[config.mk]
export PLATFORM = sky130hd
export DESIGN_NAME = mem_wb_stage_flat
export DESIGN_NICKNAME = d
export VERILOG_FILES = /design/src/rtl/pa_pkg.sv /design/src/rtl/mem_wb_stage_if.sv /design/src/rtl/wb_fwd_unit.sv /design/src/rtl/mem_wb_stage.sv /design/src/flat_wrapper.sv
export SDC_FILE = /design/constraint.sdc
export NUM_CORES = 1
export LEC_CHECK = 0
export BUFFER_PORTS_ARGS = -buffer_cell sky130_fd_sc_hd__buf_2
export CELL_PAD_IN_SITES_DETAIL_PLACEMENT = 1
export CELL_PAD_IN_SITES_GLOBAL_PLACEMENT = 2
export CORE_MARGIN = 2
export CORE_UTILIZATION = 29
export CTS_CLUSTER_SIZE = 10
export DETAILED_ROUTE_END_ITERATION = 10
export PLACE_DENSITY = 0.86
export SYNTH_ARGS = -nofsm -noshare
export SYNTH_HDL_FRONTEND = slang
export SYNTH_SLANG_ARGS = --single-unit
[constraint.sdc]
create_clock -name clk -period 2.2 [get_ports clk]
set_input_delay 0.66 -clock clk [delete_from_list [all_inputs] [get_ports clk]]
set_output_delay 0.66 -clock clk [all_outputs]
set_load 0.1 [all_outputs]
[src/rtl/pa_pkg.sv]
// Shared widths and bubble encoding for the MEM/WB pipeline register.
package pa_pkg;
    localparam int XLEN      = 32;
    localparam int ADDR_SIZE = 5;
    localparam int REG_NUM   = 1 << ADDR_SIZE;

    // An empty WB slot: not valid, no register write, payload zeroed.
    localparam logic BUBBLE_VALID = 1'b0;
    localparam logic BUBBLE_RF_WE = 1'b0;
endpackage

[src/rtl/mem_wb_stage_if.sv]
// MEM->WB stage bus. Forwarding ports exist only when WB_FWD_EN is defined.
interface mem_wb_stage_if #(
    parameter int XLEN      = pa_pkg::XLEN,
    parameter int ADDR_SIZE = pa_pkg::ADDR_SIZE
);
    logic [XLEN-1:0]      MEM_data_mem;
    logic [ADDR_SIZE-1:0] MEM_rd;
    logic                 MEM_rf_we;
    logic                 MEM_valid;
    logic                 WB_stall;
    logic                 WB_flush;
    logic [XLEN-1:0]      WB_data;
    logic [ADDR_SIZE-1:0] WB_rd;
    logic                 WB_we;
    logic                 WB_valid;
    logic [31:0]          WB_retired;
`ifdef WB_FWD_EN
    logic [ADDR_SIZE-1:0] EX_rs1;
    logic [ADDR_SIZE-1:0] EX_rs2;
    logic                 WB_fwd_a;
    logic                 WB_fwd_b;
`endif

`ifdef WB_FWD_EN
    modport master (
        output MEM_data_mem, MEM_rd, MEM_rf_we, MEM_valid, WB_stall, WB_flush,
        output EX_rs1, EX_rs2,
        input  WB_data, WB_rd, WB_we, WB_valid, WB_retired, WB_fwd_a, WB_fwd_b
    );
    modport slave (
        input  MEM_data_mem, MEM_rd, MEM_rf_we, MEM_valid, WB_stall, WB_flush,
        input  EX_rs1, EX_rs2,
        output WB_data, WB_rd, WB_we, WB_valid, WB_retired, WB_fwd_a, WB_fwd_b
    );
`else
    modport master (
        output MEM_data_mem, MEM_rd, MEM_rf_we, MEM_valid, WB_stall, WB_flush,
        input  WB_data, WB_rd, WB_we, WB_valid, WB_retired
    );
    modport slave (
        input  MEM_data_mem, MEM_rd, MEM_rf_we, MEM_valid, WB_stall, WB_flush,
        output WB_data, WB_rd, WB_we, WB_valid, WB_retired
    );
`endif
endinterface

[src/rtl/wb_fwd_unit.sv]
// WB->EX forward-hit comparator; independent of the done flag so a held
// instruction keeps forwarding after its single register write.
module wb_fwd_unit #(
    parameter int ADDR_SIZE = pa_pkg::ADDR_SIZE
) (
    input  logic                 wb_valid,
    input  logic                 wb_rf_we,
    input  logic [ADDR_SIZE-1:0] wb_rd,
    input  logic [ADDR_SIZE-1:0] ex_rs1,
    input  logic [ADDR_SIZE-1:0] ex_rs2,
    output logic                 fwd_a,
    output logic                 fwd_b
);
    logic wb_live;

    always_comb begin
        wb_live = wb_valid & wb_rf_we & (wb_rd != '0);
        fwd_a   = wb_live & (wb_rd == ex_rs1);
        fwd_b   = wb_live & (wb_rd == ex_rs2);
    end
endmodule

[src/rtl/mem_wb_stage.sv]
// MEM/WB pipeline register with stall/flush, write-once under stall and a
// retirement counter. Define WB_FWD_EN to add the WB->EX forwarding compare.
module mem_wb_stage #(
    parameter int XLEN      = pa_pkg::XLEN,
    parameter int ADDR_SIZE = pa_pkg::ADDR_SIZE
) (
    input  logic           clk,
    input  logic           rst,
    mem_wb_stage_if.slave  bus
);
    import pa_pkg::*;

    logic [XLEN-1:0]      data_q, data_d;
    logic [ADDR_SIZE-1:0] rd_q, rd_d;
    logic                 valid_q, valid_d;
    logic                 rf_we_q, rf_we_d;
    logic                 done_q, done_d;
    logic [31:0]          retired_q, retired_d;
    logic                 we;
    logic                 retire;

    always_comb begin
        we      = valid_q & rf_we_q & (rd_q != '0) & ~done_q;
        // Counted once: either when the slot moves on, or when a held
        // instruction performs its one write.
        retire  = valid_q & ~done_q & (~bus.WB_stall | we);

        data_d    = data_q;
        rd_d      = rd_q;
        valid_d   = valid_q;
        rf_we_d   = rf_we_q;
        done_d    = done_q;
        retired_d = retire ? retired_q + 32'd1 : retired_q;

        if (bus.WB_flush || (!bus.WB_stall && !bus.MEM_valid)) begin
            data_d  = '0;
            rd_d    = '0;
            valid_d = BUBBLE_VALID;
            rf_we_d = BUBBLE_RF_WE;
            done_d  = 1'b0;
        end else if (!bus.WB_stall) begin
            data_d  = bus.MEM_data_mem;
            rd_d    = bus.MEM_rd;
            valid_d = 1'b1;
            rf_we_d = bus.MEM_rf_we;
            done_d  = 1'b0;
        end else begin
            done_d  = done_q | we;
        end
    end

    always_ff @(posedge clk) begin
        if (rst) begin
            data_q    <= '0;
            rd_q      <= '0;
            valid_q   <= 1'b0;
            rf_we_q   <= 1'b0;
            done_q    <= 1'b0;
            retired_q <= '0;
        end else begin
            data_q    <= data_d;
            rd_q      <= rd_d;
            valid_q   <= valid_d;
            rf_we_q   <= rf_we_d;
            done_q    <= done_d;
            retired_q <= retired_d;
        end
    end

    assign bus.WB_data    = data_q;
    assign bus.WB_rd      = rd_q;
    assign bus.WB_valid   = valid_q;
    assign bus.WB_we      = we;
    assign bus.WB_retired = retired_q;

`ifdef WB_FWD_EN
    wb_fwd_unit #(.ADDR_SIZE(ADDR_SIZE)) u_fwd (
        .wb_valid (valid_q),
        .wb_rf_we (rf_we_q),
        .wb_rd    (rd_q),
        .ex_rs1   (bus.EX_rs1),
        .ex_rs2   (bus.EX_rs2),
        .fwd_a    (bus.WB_fwd_a),
        .fwd_b    (bus.WB_fwd_b)
    );
`endif
endmodule

[src/flat_wrapper.sv]
// flat-port wrapper written by rule: the top's interface ports become plain ports
module mem_wb_stage_flat import pa_pkg::*;
#(
    parameter int XLEN      = pa_pkg::XLEN,
    parameter int ADDR_SIZE = pa_pkg::ADDR_SIZE
)
  (clk, rst, bus_MEM_data_mem, bus_MEM_rd, bus_MEM_rf_we, bus_MEM_valid, bus_WB_stall, bus_WB_flush, bus_WB_data, bus_WB_rd, bus_WB_we, bus_WB_valid, bus_WB_retired);
  mem_wb_stage_if #(.XLEN(XLEN), .ADDR_SIZE(ADDR_SIZE)) bus_i ();
  input  logic clk;
  input  logic rst;
  input wire logic [$bits(bus_i.MEM_data_mem)-1:0] bus_MEM_data_mem;
  input wire logic [$bits(bus_i.MEM_rd)-1:0] bus_MEM_rd;
  input wire logic [$bits(bus_i.MEM_rf_we)-1:0] bus_MEM_rf_we;
  input wire logic [$bits(bus_i.MEM_valid)-1:0] bus_MEM_valid;
  input wire logic [$bits(bus_i.WB_stall)-1:0] bus_WB_stall;
  input wire logic [$bits(bus_i.WB_flush)-1:0] bus_WB_flush;
  output wire logic [$bits(bus_i.WB_data)-1:0] bus_WB_data;
  output wire logic [$bits(bus_i.WB_rd)-1:0] bus_WB_rd;
  output wire logic [$bits(bus_i.WB_we)-1:0] bus_WB_we;
  output wire logic [$bits(bus_i.WB_valid)-1:0] bus_WB_valid;
  output wire logic [$bits(bus_i.WB_retired)-1:0] bus_WB_retired;
  assign bus_i.MEM_data_mem = bus_MEM_data_mem;
  assign bus_i.MEM_rd = bus_MEM_rd;
  assign bus_i.MEM_rf_we = bus_MEM_rf_we;
  assign bus_i.MEM_valid = bus_MEM_valid;
  assign bus_i.WB_stall = bus_WB_stall;
  assign bus_i.WB_flush = bus_WB_flush;
  assign bus_WB_data = bus_i.WB_data;
  assign bus_WB_rd = bus_i.WB_rd;
  assign bus_WB_we = bus_i.WB_we;
  assign bus_WB_valid = bus_i.WB_valid;
  assign bus_WB_retired = bus_i.WB_retired;
  mem_wb_stage #(.XLEN(XLEN), .ADDR_SIZE(ADDR_SIZE)) u_core (.clk(clk), .rst(rst), .bus(bus_i));
endmodule
# Word level (Yosys, flattened, before mapping)
# Index checks and enable logic that the tools add are counted.
[classes] bitwise=9 n_reduce_logical=7 addsub=1
[ops] cell="32-bit by 1-bit adder with 32-bit output, second input constant" n=1
[ops] cell="1-bit bitwise AND" n=5
[ops] cell="5-bit nonzero test" n=1
[ops] cell="3-bit OR reduction" n=1
[ops] cell="1-bit logical NOT" n=2
[ops] cell="1-bit inverter" n=2
[ops] cell="1-bit bitwise OR" n=2
[ops] cell="2-bit OR reduction" n=1
[ops] cell="1-bit logical AND" n=1
[ops] cell="1-bit logical OR" n=1
[totals] input_bits=43 regBits=72

# Depth between registers and ports, before layout
# Gate-level depths: netlist of the first run.
[depth] ltp_word=5 depth_mapped=5

# Worst setup path after synthesis of the first run
# No wires, ideal clock.
[synth_path] path_kind="register to output" start="register u_core.rd_q[0] (netlist: u_core.bus.WB_rd[0])" end="output port bus_WB_we" required_time_ns=1.540 path_slack_ns=-1.115 stages_incl_launch_ff=4 arrival_time_ns=2.655 path_cell_list="dfxtp_1 > or4_4 > o21ai_2 > nor2_1"
[synth_via] elab_chain_len=3
[synth_lines] element="start, declared" line="mem_wb_stage.sv:14" text="logic [ADDR_SIZE-1:0] rd_q, rd_d;"
[synth_lines] element="start signal, assigned" line="mem_wb_stage.sv:62" text="rd_q <= rd_d;"
[synth_lines] element="5-bit nonzero test" line="mem_wb_stage.sv:23" text="we = valid_q & rf_we_q & (rd_q != '0) & ~done_q;"
[synth_lines] element="1-bit bitwise AND (2 in series)" line="mem_wb_stage.sv:23"
[synth_lines] element="end, declared" line="flat_wrapper.sv:19" text="output wire logic [$bits(bus_i.WB_we)-1:0] bus_WB_we;"
# Every way passes these cells.

# Final worst setup path of the first run
[layout_path] start="register u_core.rd_q[3] (netlist: u_core.bus.WB_rd[3])" end="output port bus_WB_we"
# Same word-level chain as after synthesis.

==> qor.txt, run 1 <==
die width: 109.2 µm
gpl congestion: 0.7401
largest net degree at the start of global routing: 43
Worst-Margin Slew: 0.7015 ns
Mapped Nets: 390
num rows: 38
CTS Hold Bufs: 0
Multi-input gate area: 1659 µm²
clock network power share: 0.359
dpl ws: 0.1229 ns
number of flops mapped to enable cells by yosys: 0
routed len/inst: 15.27 µm
Yosys top cell area share: 0.4493
Seq pwr share: 0.506
Sinks on Clock Net: 72
Max Clk Rate: 0.4404 GHz
max-slew violations: 0
Synth async-reset ratio: 0
Min-Delay Path Class: reg2reg
Hold Path Stages: 2
Fin. Hold Viols: 0
CP Class: reg2out
violated checks: negative setup slack
Initial Util: 0.2972
most common cell in the netlist: dfxtp_1
fraction of layout instances using a drive strength above 1: 0.3833
Pwr Total: 0.002640 W
initial antenna violation count: 0
gr ovfl total: 0
Storage cell area: 1475 µm²
sequential-to-total area share from yosys stat: 0.4493
endpoint type of the worst setup path: primary output
flops & latches, synth: 72
largest area contributor in the netlist: dfxtp_1
top post-synthesis cells by area: dfxtp_1 45%, mux2i_1 12%, nor2_1 6.9%
Syn Area/Cell: 9.272 µm²
Pwr per Cell Area: 623.6 nW/µm²
Final min period: 2.271 ns
vias post-DR: 2,971
number of diodes: 0
Internal Power: 0.001886 W
DR vias/cell: 4.895
vias in the first global route: 3,039
# IOs: 114
DR iter-0 viols: 86
Routed Antenna Nets: 0
final net count: 507
Die Y-Extent: 109.2 µm
RSZ-0062 raised after global routing: yes
Peak VDD IR: 340.8 µV
fin crit share: 1.032
CTS HTree Levels: 3
Sw Pwr: 0.0007538 W
Overall Global Routing Usage: 0.1603
clk slew on worst S/H paths: 0.07 ns
post-synthesis cell type count: 40
Post-synth top cells: 72 x dfxtp_1, 59 x nor2_1, 39 x mux2i_1
core footprint: 10,790 µm²
Data arrival, critical path: 1.61 ns
# DRC: 0
Cells after Synth: 346
clock buffer depth: 2
CTS tree: built
WHS: 0.4817 ns
CP required: 1.54 ns
area added between synthesis and finish: 31.98%
Setup Viol. Count Final: 1
first-pass GRT wire length: 15,030 µm
Worst Setup Start Kind: flop
slew margin rel.: 0.5323
Cell Area, Synth: 3208 µm²
I/O Buffers: 113
setup ws final: -0.07059 ns
Die Area: 11,920 µm²
path depth of the worst reg2reg path: 5
Non-Filler Instances: 607
placed cells: 589
predominant post-synthesis flop cell: dfxtp_1
root buffer cell: clkbuf_8
insertion delay to the later sink of the worst-skew pair: 0.34 ns
power share of the combinational group: 0.135
CTS buffer count: 9
switching share of total power: 0.2855
critical path peak fanout: 2
Post-Route Skew: 0.009569 ns
YS warnings: 0
fillers: 1,287
DP HPWL: 6970 µm
DRT Wirelength: 9271 µm
max-cap violations: 0
Leak Pwr: 1.945 nW
status: complete, but fails checks
Pre-antenna DRT Iters: 4
==> flip-flops by register name, summed over array words and instances, names as in the netlist <==
register	cells
u_core.bus.WB_data	32
u_core.bus.WB_retired	32
u_core.bus.WB_rd	5
u_core.bus.WB_valid	1
u_core.done_q	1
u_core.rf_we_q	1
==> kinds of logic (layout without fill, tap and decap cells) <==
| group | after synthesis | in the layout | share of synthesized area |
|---|---|---|---|
| DFF | 72 | 72 | 0.4493 |
| xor gates and xnor gates | 2 | 2 | 0.005461 |
| adders and majority gates | 1 | 1 | 0.003900 |
| and+or+nand+nor | 148 | 148 | 0.2441 |
| buffers and inverters | 30 | 151 | 0.03939 |
| muxes | 54 | 54 | 0.1743 |
| AOI/OAI and AO/OA | 39 | 39 | 0.08346 |
==> layer usage <==
metal	vias to the layer above	GRT usage	share of wire
li1	1462	-	-
met1	1414	0.1865	0.42
met2	88	0.2737	0.48
met3	7	0.06695	0.084
met4	0	0.03797	0.0084
met5	-	0	0
==> worst max-delay path: stages, from the launching register on <==
cell,delay [ns]
dfxtp_2,0.32
or4_4,0.55
o21ai_4,0.18
nor2_4,0.05
buf_12,0.17
==> final cells by class <==
type / instances / area share
Clock buffer: 12 / 0.03664
Clock inverter: 3 / 0.004137
Inverter: 7 / 0.006206
Multi-Input combinational cell: 244 / 0.3918
Sequential cell: 72 / 0.3484
Tap cell: 140 / 0.04137
Timing Repair Buffer: 129 / 0.1714
==> repair_timing <==
item | 4_1_cts | 5_1_grt
buffers inserted | 2 | 1
resized for setup | 5 | 0
pin swaps | 3 | 1
endpoints found under the setup margin | 1 | 1
cloned | 0 | 0
==> through the flow <==
stage | area, µm² | setup TNS, ns | util
5_1_grt | 4234 | -0.1461 | 0.3923
6_report | 4234 | -0.07059 | 0.3923
2_1_floorplan | 3249 | 0 | -
3_3_place_gp | 4016 | 0 | 0.3721
3_5_place_dp | 4016 | 0 | 0.3721
4_1_cts | 4227 | -0.1193 | 0.3916
==> power by group through the flow <==
stage	sequential, W	combinational, W	clock [W]
after floorplan	0.00151	0.000117	0
after global placement	0.00137	0.000348	0
after detailed placement	0.00137	0.000356	0
after CTS	0.00134	0.000360	0.000991
after global routing	0.00134	0.000380	0.00106
final	0.00134	0.000357	0.000947
==> worst paths after layout <==
kind                                                        startpoint                                     end  slack [ns]
worst min-delay path            u_core.bus.WB_retired[11]$_SDFFE_PP0P_  u_core.bus.WB_retired[11]$_SDFFE_PP0P_        0.48
worst max register to register        u_core.bus.WB_rd[3]$_SDFFE_PP0N_  u_core.bus.WB_retired[16]$_SDFFE_PP0P_        0.21
worst max-delay path                  u_core.bus.WB_rd[3]$_SDFFE_PP0N_                               bus_WB_we       -0.07
worst min register to register  u_core.bus.WB_retired[11]$_SDFFE_PP0P_  u_core.bus.WB_retired[11]$_SDFFE_PP0P_        0.48
==> layout by cell type (no fill, tap or decap), drive strengths merged <==
master	count
nand3b	1
xnor2	2
a2111oi	1
mux2i	39
o31ai	10
or4	11
ha	1
nor2	59
and4b	1
a211oi	2
and3b	1
inv	7
nor4	13
nand2b	2
nand2	9
nor2b	17
dfxtp	72
clkbuf	12
o22ai	1
o21ai	4
and2	3
nand3	13
clkinvlp	1
nand4	9
a21o	1
a21bo	1
o221ai	1
o211a	1
or3	2
mux2	15
and4	5
buf	129
and3	2
clkinv	2
a21oi	17
No activity file was read; power rests on OpenSTA's default activity.
==> inputs of run 2 (changes only) <==
Settings changed: MAX_ROUTING_LAYER set to met4.
==> qor.txt, run 2 (synthesis gave the netlist of run 1 again) <==
Sinks on Clock Net: 72 (unchanged)
clk slew on worst S/H paths: 0.07 ns (about the same)
critical path peak fanout: 2 (unchanged)
switching share of total power: 0.2844 (was 0.2855)
status: complete, but fails checks (unchanged)
insertion delay to the later sink of the worst-skew pair: 0.34 ns (about the same)
routed len/inst: 15.26 µm (was 15.27 µm)
CTS tree: built (unchanged)
number of diodes: 0 (unchanged)
max-slew violations: 0 (unchanged)
DP HPWL: 6970 µm (unchanged)
clock buffer depth: 2 (unchanged)
DRT Wirelength: 9264 µm (was 9271 µm)
Final min period: 2.271 ns (about the same)
Overall Global Routing Usage: 0.1642 (was 0.1603)
Worst-Margin Slew: 0.6985 ns (was 0.7015 ns)
first-pass GRT wire length: 14,990 µm (was 15,030 µm)
last element of the critical path: bus_WB_we (unchanged)
DR vias/cell: 4.934 (was 4.895)
Sw Pwr: 0.0007499 W (was 0.0007538 W)
root buffer cell: clkbuf_8 (unchanged)
Data arrival, critical path: 1.61 ns (about the same)
CTS buffer count: 9 (unchanged)
path depth of the worst reg2reg path: 5 (unchanged)
DR iter-0 viols: 92 (was 86)
Multi-input gate area: 1659 µm² (unchanged)
I/O Buffers: 113 (unchanged)
core footprint: 10,790 µm² (unchanged)
placed cells: 589 (unchanged)
Pwr per Cell Area: 622.6 nW/µm² (was 623.6 nW/µm²)
final core area utilization: 0.3923 (unchanged)
fin crit share: 1.032 (about the same)
fillers: 1,287 (unchanged)
setup ws final: -0.07077 ns (was -0.07059 ns)
CTS HTree Levels: 3 (unchanged)
Post-Route Skew: 0.01068 ns (was 0.009569 ns)
area added between synthesis and finish: 31.98% (unchanged)
initial antenna violation count: 0 (unchanged)
Pre-antenna DRT Iters: 4 (unchanged)
RSZ-0062 raised after global routing: yes (unchanged)
Worst Setup Start Kind: flop (unchanged)
# DRC: 0 (unchanged)
Peak VDD IR: 339.2 µV (was 340.8 µV)
Setup Viol. Count Final: 1 (unchanged)
CP Class: reg2out (unchanged)
gr ovfl total: 0 (unchanged)
Non-Filler Instances: 607 (unchanged)
Seq pwr share: 0.507 (was 0.506)
max-cap violations: 0 (unchanged)
most common library cell in the layout ignoring fill and taps: buf_2 (unchanged)
vias post-DR: 2,995 (was 2,971)
Min-Delay Path Class: reg2reg (unchanged)
Die Area: 11,920 µm² (unchanged)
setup slack, reg-to-reg: 0.21 ns (about the same)
Die Y-Extent: 109.2 µm (unchanged)
# IOs: 114 (unchanged)
clock network power share: 0.358 (was 0.359)
worst flop-to-flop path startpoint: u_core.bus.WB_rd[3]$_SDFFE_PP0N_ (unchanged)
slew margin rel.: 0.5344 (was 0.5323)
Max Clk Rate: 0.4404 GHz (about the same)
violated checks: negative setup slack (unchanged)
Routed Antenna Nets: 0 (unchanged)
endpoint type of the worst setup path: primary output (unchanged)
Fin. Hold Viols: 0 (unchanged)
die width: 109.2 µm (unchanged)
dpl ws: 0.1229 ns (unchanged)
final net count: 507 (unchanged)
Internal Power: 0.001886 W (about the same)
CP required: 1.54 ns (about the same)
Storage cell area: 1475 µm² (unchanged)
gpl congestion: 0.7493 (was 0.7401)
fraction of layout instances using a drive strength above 1: 0.3833 (unchanged)
vias in the first global route: 3,048 (was 3,039)
Leak Pwr: 1.945 nW (unchanged)
Critical Path Start: u_core.bus.WB_rd[3]$_SDFFE_PP0N_ (unchanged)
largest net degree at the start of global routing: 43 (unchanged)
Initial Util: 0.2972 (unchanged)
CTS Hold Bufs: 0 (unchanged)
Critical R2R Capture: u_core.bus.WB_retired[16]$_SDFFE_PP0P_ (unchanged)
power share of the combinational group: 0.135 (about the same)
most frequent cells in the layout: 112 x buf_2, 58 x nor2_1, 45 x dfxtp_1 (unchanged)
num rows: 38 (unchanged)
[run 2: cell counts in the layout (fill, tap and decap cells not counted)]
Identical to the previous run, type by type.
[run 2: worst min-delay path by stage]
stage / cells past startpoint / end / startpoint / slack [ns]
final: 2 / u_core.bus.WB_retired[11]$_SDFFE_PP0P_ / u_core.bus.WB_retired[11]$_SDFFE_PP0P_ / 0.48
after global placement: 2 / u_core.bus.WB_retired[11]$_SDFFE_PP0P_ / u_core.bus.WB_retired[11]$_SDFFE_PP0P_ / 0.47
after CTS: 2 / u_core.bus.WB_retired[11]$_SDFFE_PP0P_ / u_core.bus.WB_retired[11]$_SDFFE_PP0P_ / 0.49
after detailed placement: 2 / u_core.bus.WB_retired[11]$_SDFFE_PP0P_ / u_core.bus.WB_retired[11]$_SDFFE_PP0P_ / 0.48
after global routing: 2 / u_core.bus.WB_retired[11]$_SDFFE_PP0P_ / u_core.bus.WB_retired[11]$_SDFFE_PP0P_ / 0.51
after floorplan: 1 / u_core.done_q$_SDFF_PP0_ / u_core.done_q$_SDFF_PP0_ / 0.49
[run 2: layout make-up]
cell class,count,area share
multi-input combinational,244,0.3918
inverter,7,0.006206
clock inverter,3,0.004137
clock buffer,12,0.03664
tap,140,0.04137
sequential,72,0.3484
timing repair buffer,129,0.1714
[run 2: worst max-delay path, stage by stage, from the launching register on]
cell     delay, ns
dfxtp_2       0.32
or4_4         0.55
o21ai_4       0.18
nor2_4        0.05
buf_12        0.17
[run 2: per-stage QoR]
step | total power, W | setup TNS, ns | hold WS [ns] | instance area [µm²]
floorplan | 0.001626 | 0 | 0.4920 | 3249
global placement | 0.001714 | 0 | 0.4670 | 4016
detailed placement | 0.001722 | 0 | 0.4791 | 4016
CTS | 0.002688 | -0.1193 | 0.4915 | 4227
global route | 0.002771 | -0.1358 | 0.5102 | 4234
finish | 0.002636 | -0.07077 | 0.4811 | 4234
[run 2: power groups by stage]
stage | logic, W | clock network, W | registers [W]
after floorplan | 0.000117 | 0 | 0.00151
after global placement | 0.000348 | 0 | 0.00137
after detailed placement | 0.000356 | 0 | 0.00137
after CTS | 0.000360 | 0.000991 | 0.00134
after global routing | 0.000380 | 0.00105 | 0.00134
final | 0.000357 | 0.000943 | 0.00134
[run 2: repair_timing]
item,CTS,global route
setup buffers,2,1
endpoints found under the hold margin,0,0
gates resized for setup,5,0
pin swaps,3,1
setup endpoints to repair,1,1
gates cloned,0,0
[run 2: per-layer routing]
metal	vias to the layer above	routed length [µm]	GRT usage
met3	10	652	0.04543
met2	90	4474	0.2737
met5	-	0	-
met4	0	129	0.05425
met1	1433	4007	0.1909
li1	1462	-	-
==> inputs of run 3 (changes only) <==
Settings changed: SETUP_SLACK_MARGIN set to 0.2.
==> qor.txt, run 3 (synthesis gave the netlist of run 1 again) <==
status: complete, but fails checks (unchanged)
violated checks: negative setup slack (unchanged)
fillers: 1,278 (was 1,287)
Min-Delay Path Class: reg2reg (unchanged)
setup ws final: -0.08090 ns (was -0.07077 ns)
most frequent cells in the layout: 111 x buf_2, 58 x nor2_1, 39 x mux2i_1 (was 112 x buf_2, 58 x nor2_1, 45 x dfxtp_1)
core footprint: 10,790 µm² (unchanged)
Post-Route Skew: 0.009303 ns (was 0.01068 ns)
met2 GRT Util: 0.2653 (was 0.2737)
clock network power share: 0.366 (was 0.358)
Die Y-Extent: 109.2 µm (unchanged)
Max Clk Rate: 0.4384 GHz (was 0.4404 GHz)
CP Class: reg2out (unchanged)
Critical-path top delay cell: or4_4 (unchanged)
fin crit share: 1.037 (was 1.032)
met1 usage: 0.1936 (was 0.1909)
critical path cell sequence: or4_4 > o21ai_4 > nor2_4 > buf_12 (unchanged)
Setup Viol. Count Final: 1 (unchanged)
Pre-antenna DRT Iters: 4 (unchanged)
area added between synthesis and finish: 35.06% (was 31.98%)
CTS HTree Levels: 3 (unchanged)
# IOs: 114 (unchanged)
most common library cell in the layout ignoring fill and taps: buf_2 (unchanged)
most used routing layer: met2 (unchanged)
GR Util met3: 0.04901 (was 0.04543)
fraction of layout instances using a drive strength above 1: 0.4081 (was 0.3833)
vias post-DR: 3,024 (was 2,995)
vias in the first global route: 3,068 (was 3,048)
die width: 109.2 µm (unchanged)
I/O Buffers: 113 (unchanged)
# DRC: 0 (unchanged)
Sinks on Clock Net: 72 (unchanged)
critical path peak fanout: 2 (unchanged)
Fin. Hold Viols: 0 (unchanged)
endpoint type of the worst setup path: primary output (unchanged)
num rows: 38 (unchanged)
Seq pwr share: 0.495 (was 0.507)
design area: 4333 µm² (was 4234 µm²)
final net count: 507 (unchanged)
Internal Power: 0.001841 W (was 0.001886 W)
DRT Wirelength: 9303 µm (was 9264 µm)
family with the most delay on the worst path: simple AND/OR/NAND/NOR gates (unchanged)
Overall Global Routing Usage: 0.1643 (was 0.1642)
Leak Pwr: 1.967 nW (was 1.945 nW)
Worst Setup Start Kind: flop (unchanged)
gr ovfl total: 0 (unchanged)
clk slew on worst S/H paths: 0.09 ns (was 0.07 ns)
DP HPWL: 6658 µm (was 6970 µm)
gpl congestion: 0.7166 (was 0.7493)
Sw Pwr: 0.0008300 W (was 0.0007499 W)
DR vias/cell: 4.974 (was 4.934)
Final min period: 2.281 ns (was 2.271 ns)
first-pass GRT wire length: 14,890 µm (was 14,990 µm)
Storage cell area: 1518 µm² (was 1475 µm²)
max-slew violations: 0 (unchanged)
number of diodes: 0 (unchanged)
total negative slack: -0.08090 ns (was -0.07077 ns)
Worst-Margin Slew: 0.5655 ns (was 0.6985 ns)
WHS: 0.5008 ns (was 0.4811 ns)
setup slack, reg-to-reg: 0.25 ns (was 0.21 ns)
largest net degree at the start of global routing: 48 (was 43)
power share of the combinational group: 0.139 (was 0.135)
Pwr Total: 0.002671 W (was 0.002636 W)
switching share of total power: 0.3108 (was 0.2844)
Data arrival, critical path: 1.62 ns (was 1.61 ns)
CTS tree: built (unchanged)
initial antenna violation count: 0 (unchanged)
Routed Antenna Nets: 0 (unchanged)
CP required: 1.54 ns (about the same)
max-cap violations: 0 (unchanged)
CTS buffer count: 9 (unchanged)
insertion delay to the later sink of the worst-skew pair: 0.35 ns (was 0.34 ns)
Initial Util: 0.2972 (unchanged)
Buf/Inv on CP: 1 (unchanged)
slew margin rel.: 0.6196 (was 0.5344)
Peak VDD IR: 338.0 µV (was 339.2 µV)
Pwr per Cell Area: 616.3 nW/µm² (was 622.6 nW/µm²)
Crit path largest cell delay: 0.55 ns (about the same)
Die Area: 11,920 µm² (unchanged)
RSZ-0062 raised after global routing: yes (unchanged)
Multi-input gate area: 1679 µm² (was 1659 µm²)
root buffer cell: clkbuf_8 (unchanged)
routed len/inst: 15.30 µm (was 15.26 µm)
clock buffer depth: 2 (unchanged)
placed inst area: 4029 µm² (was 4016 µm²)
DR iter-0 viols: 108 (was 92)
==> run 3: cell count changes in the layout (fill, tap and decap cells not counted), moves of 2 or more <==
cell and change:
dfxtp_2 -5, inv_4 +2, dfxtp_4 +13, dfxtp_1 -8, buf_4 -2, clkbuf_8 -2
inv_6 +2, clkinv_4 +2
==> run 3: repair_timing <==
action / CTS / global route
hold endpoints to repair: 0 / 0
cloned: 0 / 1
pin swaps: 2 / 2
setup endpoints to repair: 1 / 12
hold buffers: 0 / 0
gates resized for setup: 5 / 4
buffers inserted: 4 / 2
==> run 3: power groups by stage <==
stage / logic, W / clock network, W / registers [W]
6_report: 0.000372 / 0.000978 / 0.00132
5_1_grt: 0.000395 / 0.00107 / 0.00132
4_1_cts: 0.000356 / 0.00101 / 0.00132
3_5_place_dp: 0.000350 / 0 / 0.00135
3_3_place_gp: 0.000344 / 0 / 0.00135
2_1_floorplan: 0.000117 / 0 / 0.00149
==> run 3: per-layer routing <==
| metal | routed length (µm) | up-vias |
|---|---|---|
| li1 | - | 1471 |
| met1 | 4259 | 1450 |
| met2 | 4295 | 93 |
| met3 | 627 | 10 |
| met4 | 121 | 0 |
| met5 | 0 | - |
==> run 3: cell type report <==
type / instances / area share
multi-input cells: 244 / 0.3875
flip-flops and latches: 72 / 0.3503
repair buffers: 129 / 0.1750
well taps: 140 / 0.04043
clock buffers: 9 / 0.02859
clock inverters: 7 / 0.01213
inverters: 7 / 0.006064
==> run 3: worst paths after layout <==
path	to	startpoint	depth (start not counted)
max reg2reg	u_core.bus.WB_retired[25]$_SDFFE_PP0P_	u_core.bus.WB_rd[3]$_SDFFE_PP0N_	6
min	u_core.bus.WB_retired[11]$_SDFFE_PP0P_	u_core.bus.WB_retired[11]$_SDFFE_PP0P_	2
min reg2reg	u_core.bus.WB_retired[11]$_SDFFE_PP0P_	u_core.bus.WB_retired[11]$_SDFFE_PP0P_	2
max	bus_WB_we	u_core.bus.WB_rd[3]$_SDFFE_PP0N_	4
==> run 3: tightest hold or removal path: stages, from the launching register on <==
cell,delay [ns]
dfxtp_2,0.34
o31ai_1,0.06
a21oi_1,0.06
==> run 3: stage by stage <==
| step | setup WS (ns) | util | instances |
|---|---|---|---|
| floorplan | 0.04119 | - | 346 |
| global placement | 0.1341 | 0.3733 | 585 |
| detailed placement | 0.1254 | 0.3733 | 585 |
| CTS | -0.1263 | 0.3945 | 605 |
| global route | -0.1328 | 0.4015 | 608 |
| finish | -0.08090 | 0.4015 | 608 |
